--- config.mk ---
export PLATFORM = sky130hd
export DESIGN_NAME = rr_grant_scheduler
export DESIGN_NICKNAME = d
export VERILOG_FILES = /design/src/rtl/rr_sched_pkg.sv /design/src/rtl/rr_priority_pick.sv /design/src/rtl/rr_grant_scheduler.sv
export SDC_FILE = /design/constraint.sdc
export NUM_CORES = 1
export LEC_CHECK = 0
export ABC_AREA = 1
export BUFFER_PORTS_ARGS = -buffer_cell sky130_fd_sc_hd__buf_4
export CAP_MARGIN = 5
export CORE_ASPECT_RATIO = 0.6
export CORE_UTILIZATION = 50
export DETAILED_ROUTE_END_ITERATION = 12
export PLACE_DENSITY = 0.82
export SETUP_SLACK_MARGIN = 0.15
export SLEW_MARGIN = 20
export SYNTH_ARGS = -nofsm -noshare
export SYNTH_HDL_FRONTEND = slang
export SYNTH_HIERARCHICAL = 1
export SYNTH_SLANG_ARGS = --single-unit
--- constraint.sdc ---
create_clock -name clk -period 5.9 [get_ports clk]
set_input_delay 1.18 -clock clk [delete_from_list [all_inputs] [get_ports clk]]
set_output_delay 1.18 -clock clk [all_outputs]
set_load 0.1 [all_outputs]
--- src/rtl/rr_sched_pkg.sv ---
// Shared types and helpers for the round-robin grant scheduler.
// State encoding, default requester count and index-width helper.
package rr_sched_pkg;

    typedef enum logic [1:0] {
        IDLE,
        GRANT,
        GAP
    } state_t;

    localparam int DEFAULT_N = 8;

    function automatic int idx_width(input int n);
        return (n > 1) ? $clog2(n) : 1;
    endfunction

endpackage

--- src/rtl/rr_priority_pick.sv ---
// Rotating-priority encoder: first set req bit at or above ptr,
// wrapping from N-1 back to 0.
module rr_priority_pick
    import rr_sched_pkg::*;
#(
    parameter int N = DEFAULT_N,
    parameter int W = idx_width(N)
) (
    input  logic [N-1:0] req,
    input  logic [W-1:0] ptr,
    output logic         found,
    output logic [W-1:0] winner
);

    int idx;

    // Walk the requesters in rotation order starting at ptr
    always_comb begin
        found  = 1'b0;
        winner = '0;
        idx    = 0;
        for (int i = 0; i < N; i++) begin
            idx = int'(ptr) + i;
            if (idx >= N) begin
                idx = idx - N;
            end
            if (!found && req[idx]) begin
                found  = 1'b1;
                winner = W'(idx);
            end
        end
    end

endmodule

--- src/rtl/rr_grant_scheduler.sv ---
// Round-robin scheduler: registered one-hot grant, bounded hold,
// one dead cycle between grants. Optional watchdog: RR_SCHED_TIMEOUT_EN.
module rr_grant_scheduler
    import rr_sched_pkg::*;
#(
    parameter int N        = DEFAULT_N,
    parameter int MAX_HOLD = 16,
    parameter int TIMEOUT  = 64
) (
    input  logic                    clk,
    input  logic                    reset,
    input  logic                    go,
    input  logic [N-1:0]            req,
    output logic [N-1:0]            grant,
    output logic                    grant_valid,
    output logic [idx_width(N)-1:0] grant_id,
    output logic                    timeout_err
);

    localparam int W  = idx_width(N);
    localparam int HW = idx_width(MAX_HOLD);

    localparam logic [HW-1:0] HOLD_LAST = HW'(MAX_HOLD - 1);
    localparam logic [W-1:0]  LAST_ID   = W'(N - 1);

    state_t          state;
    logic [W-1:0]    ptr;
    logic [HW-1:0]   hold_cnt;
    logic            found;
    logic [W-1:0]    winner;
    logic [W-1:0]    next_ptr;
    logic            force_rel;
    logic            release_now;

    rr_priority_pick #(
        .N (N),
        .W (W)
    ) u_pick (
        .req    (req),
        .ptr    (ptr),
        .found  (found),
        .winner (winner)
    );

    assign grant_valid = |grant;
    assign next_ptr    = (grant_id == LAST_ID) ? '0 : grant_id + W'(1);
    assign release_now = !req[grant_id]
                       || (hold_cnt == HOLD_LAST)
                       || force_rel;

`ifdef RR_SCHED_TIMEOUT_EN
    localparam int CW = idx_width(TIMEOUT);

    localparam logic [CW-1:0] TO_LAST = CW'(TIMEOUT - 1);

    logic [CW-1:0] wd_cnt;

    // The TIMEOUT-th consecutive busy cycle cuts the grant short
    assign force_rel = grant_valid && (wd_cnt == TO_LAST);

    // Watchdog: busy cycles accumulate across GAP, clear in IDLE
    always_ff @(posedge clk or posedge reset) begin
        if (reset) begin
            wd_cnt      <= '0;
            timeout_err <= 1'b0;
        end else if (state == IDLE) begin
            wd_cnt <= '0;
        end else if (force_rel) begin
            wd_cnt      <= '0;
            timeout_err <= 1'b1;
        end else if (grant_valid) begin
            wd_cnt <= wd_cnt + CW'(1);
        end
    end
`else
    logic unused_timeout;

    assign unused_timeout = (TIMEOUT != 0);
    assign force_rel      = 1'b0;
    assign timeout_err    = 1'b0;
`endif

    // Arbitration FSM with registered grant outputs
    always_ff @(posedge clk or posedge reset) begin
        if (reset) begin
            state    <= IDLE;
            grant    <= '0;
            grant_id <= '0;
            ptr      <= '0;
            hold_cnt <= '0;
        end else begin
            unique case (state)
                GRANT: begin
                    if (release_now) begin
                        grant    <= '0;
                        ptr      <= next_ptr;
                        hold_cnt <= '0;
                        state    <= GAP;
                    end else begin
                        hold_cnt <= hold_cnt + HW'(1);
                    end
                end
                IDLE, GAP: begin
                    if (go && found) begin
                        grant    <= N'(1) << winner;
                        grant_id <= winner;
                        hold_cnt <= '0;
                        state    <= GRANT;
                    end else begin
                        state <= IDLE;
                    end
                end
                default: begin
                    grant    <= '0;
                    hold_cnt <= '0;
                    state    <= IDLE;
                end
            endcase
        end
    end

endmodule

# Word level (Yosys, flattened, before mapping)
# Index checks and enable logic that the tools add are counted.
# Widths: inputs -> output; s select.
# op_classes
add_sub_neg	17
order_cmp	17
n_eq_ne	6
shifts	1
n_mux	60
n_reduce_logical	23
# op_table
cell	n
$lt 32x5->1 const B	8
$mux 32	8
$ge 32x5->1 const B	7
$sub 32x5->32 const B	7
$bmux 1 s3	9
$mux 3	9
$mux 1	26
$add 3x3->4 const B	4
$mux 8	2
$pmux 8 s2	1
$add 3x2->4 const B	2
$logic_and 1x1->1	8
$logic_not 1->1	8
$mux 4	2
$pmux 4 s2	1
$reduce_or 8->1	1
$shl 1x3->8 const A	1
$reduce_and 2->1	3
$sub 3x4->5 const B	1
$add 3x1->4 const B	1
$add 4x1->4 const B	1
$eq 4x4->1 const B	1
$ge 3x4->1 const B	1
$lt 3x4->1 const B	1
10 further kinds	11
# word_totals
ff_bits	20
inputBits	11
output_inout_bits	13
elab_cells	129

# Logic depth before layout (Yosys ltp)
# Gate-level depths: netlist of run 1.
# logic_depth
word_depth	30
ltp_mapped	20
mapped_depth_nobuf	19

# By module
# Netlist of run 1, hierarchy kept.
# modules_own_cells
module	instances	cells_each	area_each_um2
rr_grant_scheduler	1	134	1066.0
rr_priority_pick	1	136	747.0

# Least setup slack after synthesis of run 1
# No wires, ideal clock.
# synth_timing
path_type	register to output
startpoint	register grant[3]
endpoint	output port grant_valid
t_arrival_ns	1.756
required_time_ns	4.720
setup_slack_ns	2.964
path_stages_with_launch	3
path_cell_list	dfrtp_1 -> nor4_1 -> nand2_1
# synth_between
elab_chain_cells	1
# synth_lines
element	line_no	rtl
start, declared	rr_grant_scheduler.sv:14	output logic [N-1:0] grant,
start signal, assigned	rr_grant_scheduler.sv:105	grant <= N'(1) << winner;
$reduce_or 8->1	rr_grant_scheduler.sv:45	assign grant_valid = |grant;
end, declared	rr_grant_scheduler.sv:15	output logic grant_valid,
# Every way passes these cells.

# Worst setup path after layout of run 1
# layout_timing
startpoint	register ptr[0]
endpoint	register hold_cnt[3]
# layout_between
elab_chain_cells	29
elab_cells_between_ends	79
cone_classes	15 x add/sub; 8 x order compare; 1 x eq/ne; 40 x mux; 15 x reduce/logical
# layout_lines
element	line_no	rtl
start, declared	rr_grant_scheduler.sv:27	logic [W-1:0] ptr;
start signal, assigned	rr_grant_scheduler.sv:96	ptr <= next_ptr;
branches (longest 26 deep; another with $sub 32x5->32)	-	
$mux 1 *	rr_priority_pick.sv:27	if (!found && req[idx]) begin
named net found	rr_grant_scheduler.sv:29	logic found;
$logic_and 1x1->1 *	rr_grant_scheduler.sv:104	if (go && found) begin
$ne 2x2->1 (no source line) *	-	
end signal, assigned	rr_grant_scheduler.sv:100	hold_cnt <= hold_cnt + HW'(1);
end, declared	rr_grant_scheduler.sv:28	logic [HW-1:0] hold_cnt;
# Mark *: on every way through the listed nets, which the timed path passes. The select of a mux whose other input is x is not followed.
# A chain may end at the register's enable or synchronous reset.

==> results of run 1 <==
-- metal layers --
metal  vias up  global-route usage, %  wire [um]
met5         -                      0          0
met4         0                   5.36          2
met3         2                   12.5        586
met2       103                   36.0       1800
met1       827                   37.4       2140
li1        909                      -          -
-- synth_stat cells (2+ instances only) --
library cell / count / area, sq um
nand2_1: 87 / 327
nand3_1: 44 / 220
nor2_1: 26 / 97.6
dfrtp_1: 20 / 500
inv_1: 20 / 75.1
nand2_2: 10 / 62.6
nand3_2: 8 / 80.1
inv_2: 7 / 26.3
ha_1: 5 / 62.6
buf_4: 4 / 30.0
nand4_1: 4 / 25.0
o21ai_0: 4 / 20.0
nor2_4: 3 / 33.8
xnor2_1: 3 / 26.3
xor2_1: 3 / 26.3
a31oi_2: 2 / 25.0
buf_6: 2 / 22.5
nor3_1: 2 / 10.0
nor4_1: 2 / 12.5
-- worst register-to-register path: cells and delay by family, from the launching register on --
family	cells	cell delay [ns]
compound gates	1	0.27
xor+xnor	1	0.17
fa+ha+maj	1	0.47
buf+inv	3	0.60
flops	1	0.68
simple gates	9	1.34
-- kinds of logic (layout without fill, tap and decap cells) --
family	Yosys count	count (layout)	synth area share (%)
adder cells (fa/ha/maj)	5	5	3.45
other	1	1	0.207
flip-flops	20	20	27.6
XOR/XNOR	7	7	3.80
buffers and inverters	34	53	8.76
AO/OA/AOI/OAI	11	11	4.42
AND/OR/NAND/NOR	192	192	51.8
-- metrics by stage --
step / setup WS (ns) / instances / utilization, % / cell area [sq um]
finish: 2.26 / 334 / 60.4 / 2030
detailed placement: 2.35 / 330 / 58.8 / 1980
CTS: 2.33 / 334 / 60.4 / 2030
global route: 2.01 / 334 / 60.4 / 2030
global placement: 2.53 / 330 / 58.8 / 1980
floorplan: 2.96 / 270 / - / 1810
-- worst max path at each step --
stage	startpoint	to	slack, ns	depth (start not counted)
floorplan	grant[3]	grant_valid	2.96	2
global placement	ptr[0]	hold_cnt[3]	2.53	15
detailed placement	ptr[0]	hold_cnt[3]	2.35	15
CTS	ptr[0]	hold_cnt[3]	2.33	15
global route	ptr[0]	hold_cnt[2]	2.01	15
finish	ptr[0]	hold_cnt[3]	2.26	15
-- state kept, by name (all words and copies together) (netlist names) --
register / flops
state: 2
grant: 8
hold_cnt: 4
ptr: 3
grant_id: 3
-- area by class of cell --
class,count,share of cell area (%)
multi-input cells,216,56.8
flip-flops and latches,20,24.6
inverters,27,4.99
well taps,45,2.77
repair buffers,22,8.13
clock buffers,4,2.71
==> impl_metrics.ini, run 1 <==
[yosys]
ys_warn_count = 6
synth.avg_cell_area_sq_um = 6.71
syn_nets = 286
synthArstFlopShare_pct = 100
ys_types = 33
ys_ff_latch = 20
synth_cells = 270
synthFlopType = dfrtp_1
yosysSeqAreaShare_pct = 27.6
synth_area_sq_mm = 0.00181
synth_edf_count = 0

[route]
ant_nets = 0
drcViolationCount = 0
routedWlPerCell_um = 13.6
first_pass_iters = 7
drt_iter0_drc = 217
vias = 1841
totalWireLength_um = 4530
viasPerCell = 5.51

[placement]
hpwlAfterDp_um = 3640
gp_congestion = 1.03
port_buffers = 22

[cts]
clkLatencyLatePin_ns = 0.25
cts_tree = done
cts_root_buffer = clkbuf_8
cts_made_buffers = 3
clock-sinks = 20
cts_repair_resize_count = 0
post_cts_buffers = 0
clock_path_buffers = 2
cts.hold.buffers_added = 0
cts.clk_slew.worst_paths_ns = 0.07
htree_levels = 1

[grt]
grt_pass1_vias = 1671
grt_pass1_wl_um = 7750
grt_usage_pct = 26.3
grt_max_degree = 21
grt_antenna_before_repair = 0
grt_overflow = 0

[timing]
fin_setup_tns_ns = 0
rsz0062_at_grt = false
maxSlewViolCount = 0
worst_pin_slew_ns = 0.768
relSlewSlack_pct = 48.8
max_freq_ghz = 0.275
clock_skew_ns = 0.00359
finalCriticalPeriod_ns = 3.64
setup_viol_count_final = 0
period_share_pct = 61.6
whs_ns = 0.505
finalHoldViolCount = 0

[critical_path]
reg2reg_slack_ns = 2.26
critPathBufInv = 3
critPathSlowestCell = dfrtp_1
crit_required_ns = 6.05
critical_path.cell_chain = inv_2 -> ha_1 -> inv_1 -> nand3_1 -> nand2_1 -> nor2_1 -> a31oi_2 -> inv_2 -> nor2_4 -> nand3b_1 -> nand2_1 -> nand2_1 -> nand4_1 -> xor2_1 -> nor2_1
critPathArrivalTime_ns = 3.79
worstRegToRegCells = 15
end_kind = flop
start_kind = flop
path_delay_family = simple AND/OR/NAND/NOR gates
crit_path_frequent_cell = nand2_1
reg2reg_from = ptr[0]
cp_max_fo = 15
slowest_delay_ns = 0.68
path_class = reg -> reg
r2r-end = hold_cnt[3]

[min_path]
hp-class = reg -> reg
worstHoldPathCells = 2
worstHoldStart = grant[0]
min_to = grant[0]

[flow_run]
cap_violations = 0

[layout]
seqCellArea_sq_um = 500
areaGrowthSynthToFinish_pct = 12.1
diodes = 0
nets = 306
final_common_cell = nand2_1
final_layout_size_suffix_gt1_share_pct = 21.8
multiInputGateArea_sq_mm = 0.00115
final_cell_mix = 87 x nand2_1, 44 x nand3_1, 26 x nor2_1
fillers = 328

[floorplan]
die_area_sq_mm = 0.00388
fp.dieH_um = 48.6
die_w_um = 79.7
initial_utilization_pct = 53.9
core_sq_mm = 0.00336
rows = 16
ioPinCount = 24

[outcome]
status = complete, no violations
Power of run 1 is not shown: default switching activity piles up to over one toggle a cycle in this logic, so the estimate is an artifact.
==> inputs of run 2 (changes only) <==
- ABC_AREA: 1 -> 0
- clock period: 5.9 -> 3.6 ns (I/O delays scaled with it)
==> impl_metrics.ini, run 2 <==
[layout]
regMostFlops = grant
post_layout_nonfiller_instances = 267
design_area_sq_mm = 0.00236
nets = 239
areaGrowthSynthToFinish_pct = 29.0
diodes = 0
final_common_cell = buf_4
final_layout_size_suffix_gt1_share_pct = 41.9
largest_reg_flops = 8
final_cell_mix = 36 x buf_4, 20 x dfrtp_1, 14 x mux2i_1
reg_top3 = grant x8, hold_cnt x4

[critical_path]
reg2reg_slack_ns = 0.05
cp_max_fo = 6
critPathBufInv = 1
startpoint = ptr[0]
path_delay_family = simple AND/OR/NAND/NOR gates
r2r-end = grant[6]
critPathSlowestCell = mux4_2
reg2reg_from = ptr[0]
end_kind = flop
path_class = reg -> reg
slowest_delay_ns = 0.59
crit_required_ns = 3.81
start_kind = flop
crit_path_frequent_cell = nand2_1
worstRegToRegCells = 12
critical_path.cell_chain = clkinvlp_4 -> ha_4 -> mux4_2 -> mux2i_4 -> nand2_1 -> or4b_4 -> nor2_4 -> nand2_2 -> o22ai_4 -> nand2_1 -> nor4_2 -> a21o_1
critPathArrivalTime_ns = 3.76

[placement]
port_buffers = 22
gp_congestion = 0.950
place_inst = 254
hpwlAfterDp_um = 3390
postPlaceCellArea_sq_mm = 0.00212

[yosys]
yosysSeqAreaShare_pct = 27.3
synth_edf_count = 0
ys_ff_latch = 20
synthArstFlopShare_pct = 100
syn_nets = 202
synth_cells = 186
synth_most_common_cell = dfrtp_1
synthFlopType = dfrtp_1
ys_warn_count = 6
yosys.area.top_type = dfrtp_1
ys_types = 47
synth_area_sq_mm = 0.00183
synth.avg_cell_area_sq_um = 9.85
yosys-top-cells-count = 20 x dfrtp_1, 15 x mux2i_1, 13 x mux2_2
synth.top_cells.by_area = dfrtp_1 27%, mux2i_1 8.2%, mux2_2 8.0%
synth_top_area_share_pct = 27.3

[floorplan]
core_sq_mm = 0.00338
ioPinCount = 24
initial_utilization_pct = 54.1
die_w_um = 80.1
die_area_sq_mm = 0.00392
fp.dieH_um = 48.9
rows = 16

[timing]
relSlewSlack_pct = 48.9
setup_viol_count_final = 0
finalCriticalPeriod_ns = 3.55
period_share_pct = 98.7
clock_skew_ns = 0.00514
finalHoldViolCount = 0
maxSlewViolCount = 0
fin_setup_tns_ns = 0
max_freq_ghz = 0.282
worst_pin_slew_ns = 0.765
rsz0062_at_grt = true

[grt]
grt_overflow = 0
grt_max_degree = 21
grt_usage_pct = 25.1
grt_pass1_wl_um = 7550
grt_antenna_before_repair = 0
grt_pass1_vias = 1475

[route]
drt_iter0_drc = 150
totalWireLength_um = 5020
routedWlPerCell_um = 18.8
first_pass_iters = 5
drcViolationCount = 0
vias = 1737
ant_nets = 0
viasPerCell = 6.51

[cts]
cts_root_buffer = clkbuf_8
clkLatencyLatePin_ns = 0.26
clock_path_buffers = 2
clock-sinks = 20
htree_levels = 1
cts.hold.buffers_added = 0
cts_made_buffers = 3
cts.clk_slew.worst_paths_ns = 0.08
cts_tree = done

[min_path]
worstHoldStart = grant[6]
min_to = grant[6]
hp-class = reg -> reg
worstHoldPathCells = 1

[flow_run]
cap_violations = 0

[outcome]
status = complete, no violations
## run 2: how the worst max path moves through the flow
stage	endpoint	slack, ns	cells past startpoint
after floorplan	grant[4]	0.02	14
after global placement	grant[0]	0.12	11
after detailed placement	grant[0]	0.04	11
after CTS	grant[0]	0.15	11
after global routing	grant[6]	-0.04	12
final	grant[6]	0.05	12
## run 2: kinds of logic after synthesis
logic type               after synthesis  share of synthesized area, %
other                                  1                         0.205
AO/OA/AOI/OAI                         32                          13.7
AND/OR/NAND/NOR                       73                          22.7
adder cells (fa/ha/maj)                5                          3.42
buffers and inverters                 13                          3.96
flip-flops                            20                          27.3
multiplexers                          38                          26.8
XOR/XNOR                               4                          1.91
## run 2: per-layer routing
layer	track usage [%]	wire length, um	vias up
met2	32.9	2120	92
met3	8.04	463	11
met5	0	0	-
li1	-	-	796
met1	40.4	2390	838
met4	2.68	48	0
## run 2: area by class of cell
type / count / area, sq um
clock buffer: 4 / 55.1
fill: 244 / 1020
inverter: 7 / 30.0
multi-input combinational: 153 / 1440
sequential: 20 / 500
tap: 45 / 56.3
timing repair buffer: 38 / 287
## run 2: worst register-to-register path, cell delays in order (launching register included)
cell and delay, ns:
dfrtp_1 0.40, clkinvlp_4 0.14, ha_4 0.35, mux4_2 0.59, mux2i_4 0.20, nand2_1 0.14
or4b_4 0.58, nor2_4 0.15, nand2_2 0.11, o22ai_4 0.31, nand2_1 0.17, nor4_2 0.25
a21o_1 0.12
## run 2: stage by stage
step / setup slack, ns / hold slack [ns] / util [%]
3_3_place_gp: 0.123 / 0.500 / 62.8
4_1_cts: 0.149 / 0.510 / 67.0
5_1_grt: -0.0381 / 0.529 / 69.9
2_1_floorplan: 0.0229 / 0.480 / -
3_5_place_dp: 0.0394 / 0.492 / 62.8
6_report: 0.0485 / 0.507 / 69.9
## run 2: what timing repair did
action,in CTS,in global routing
endpoints found under the hold margin,0,0
pin swaps,3,5
setup endpoints to repair,9,13
buffers inserted,4,5
gates resized for setup,10,10
Power of run 2 is left out for the same reason.
==> inputs of run 3 (changes only) <==
- clock period: 3.6 -> 4.5 ns (I/O delays scaled with it)
==> impl_metrics.ini, run 3 (synthesis results as in run 2) <==
[floorplan]
initial_utilization_pct = 54.1
ioPinCount = 24
core_sq_mm = 0.00338
die_w_um = 80.1
fp.dieH_um = 48.9
rows = 16
die_area_sq_mm = 0.00392

[route]
drcViolationCount = 0
totalWireLength_um = 4280
ant_nets = 0
viasPerCell = 6.38
routedWlPerCell_um = 16.8
first_pass_iters = 4
vias = 1627
drt_iter0_drc = 144

[cts]
clock-sinks = 20
post_cts_buffers = 0
cts_root_buffer = clkbuf_8
cts.clk_slew.worst_paths_ns = 0.07
htree_levels = 1
cts_tree = done
cts_repair_resize_count = 0
cts.hold.buffers_added = 0
cts_made_buffers = 3
clock_path_buffers = 2
clkLatencyLatePin_ns = 0.25

[timing]
relSlewSlack_pct = 51.5
maxSlewViolCount = 0
finalCriticalPeriod_ns = 3.75
finalHoldViolCount = 0
period_share_pct = 83.3
max_freq_ghz = 0.267
worst_pin_slew_ns = 0.726
fin_ws_ns = 0.751
clock_skew_ns = 0.00432
whs_ns = 0.513
fin_setup_tns_ns = 0
setup_viol_count_final = 0
rsz0062_at_grt = false

[layout]
regMostFlops = grant
largest_reg_flops = 8
final_common_cell = buf_4
seqCellArea_sq_um = 500
reg_top3 = grant x8, hold_cnt x4
utilization_pct = 61.6
final_layout_size_suffix_gt1_share_pct = 29.5
fillers = 273
diodes = 0
areaGrowthSynthToFinish_pct = 13.9
nets = 228
multiInputGateArea_sq_mm = 0.00126
final_cell_mix = 27 x buf_4, 20 x dfrtp_1, 15 x mux2i_1

[critical_path]
crit_required_ns = 4.69
path_class = reg -> reg
critPathArrivalTime_ns = 3.94
reg2reg_slack_ns = 0.75
start_kind = flop
end_kind = flop
cp_max_fo = 11

[grt]
grt-busiest-layer = met1
grtUsageMet3_pct = 7.48
use_met2_pct = 30.9
grt_usage_pct = 23.8
grtUsageMet1_pct = 38.8
grt_pass1_vias = 1385
grt_overflow = 0
grt_pass1_wl_um = 7110
grt_antenna_before_repair = 0
grt_max_degree = 21

[min_path]
hp-class = reg -> reg

[placement]
hpwlAfterDp_um = 3320
port_buffers = 22
dp_slack_ns = 0.661
gp_congestion = 0.873

[outcome]
status = complete, no violations

[flow_run]
cap_violations = 0
==> run 3: changes by cell type in the layout (fill, tap and decap cells not counted), sizes merged <==
cell      previous run  this run
clkinvlp             1         0
clkbuf               4         3
buf                 38        27
inv                  6         7
==> run 3: routing by layer <==
layer	part of all wire [%]	routed length (um)	up-vias
met4	0	0	0
met2	39	1690	64
li1	-	-	770
met3	10	427	0
met1	51	2170	793
met5	0	0	-
==> run 3: critical path, cell delays in order, from the launching register on <==
cell	delay [ns]
dfrtp_1	0.37
inv_1	0.11
ha_1	0.35
buf_4	0.22
mux2_2	0.39
mux4_2	0.51
and3_1	0.19
a31oi_1	0.12
or4b_1	0.46
a221oi_2	0.23
o22ai_1	0.21
nor4_1	0.33
mux2_4	0.20
==> run 3: path summary, 6_finish.rpt <==
| path | startpoint | endpoint | cells past startpoint |
|---|---|---|---|
| max | ptr[1] | grant[0] | 12 |
| min in group asynchronous | reset | hold_cnt[3] | 2 |
| max in group asynchronous | reset | hold_cnt[1] | 2 |
| min reg2reg | grant[7] | grant[7] | 1 |
| min | grant[7] | grant[7] | 1 |
| max reg2reg | ptr[1] | grant[0] | 12 |
==> run 3: final cells by class <==
| cell class | instances | share of cell area, % |
|---|---|---|
| Multi-Input combinational cell | 153 | 60.3 |
| Tap cell | 45 | 2.70 |
| Inverter | 7 | 1.26 |
| Sequential cell | 20 | 24.0 |
| Timing Repair Buffer | 27 | 9.72 |
| Clock buffer | 3 | 1.98 |
==> run 3: per-stage QoR <==
| step | std cells | instance area (sq um) |
|---|---|---|
| global placement | 252 | 2040 |
| finish | 255 | 2090 |
| floorplan | 186 | 1830 |
| detailed placement | 252 | 2040 |
| global route | 255 | 2090 |
| CTS | 255 | 2090 |
Power of run 3 is left out for the same reason.
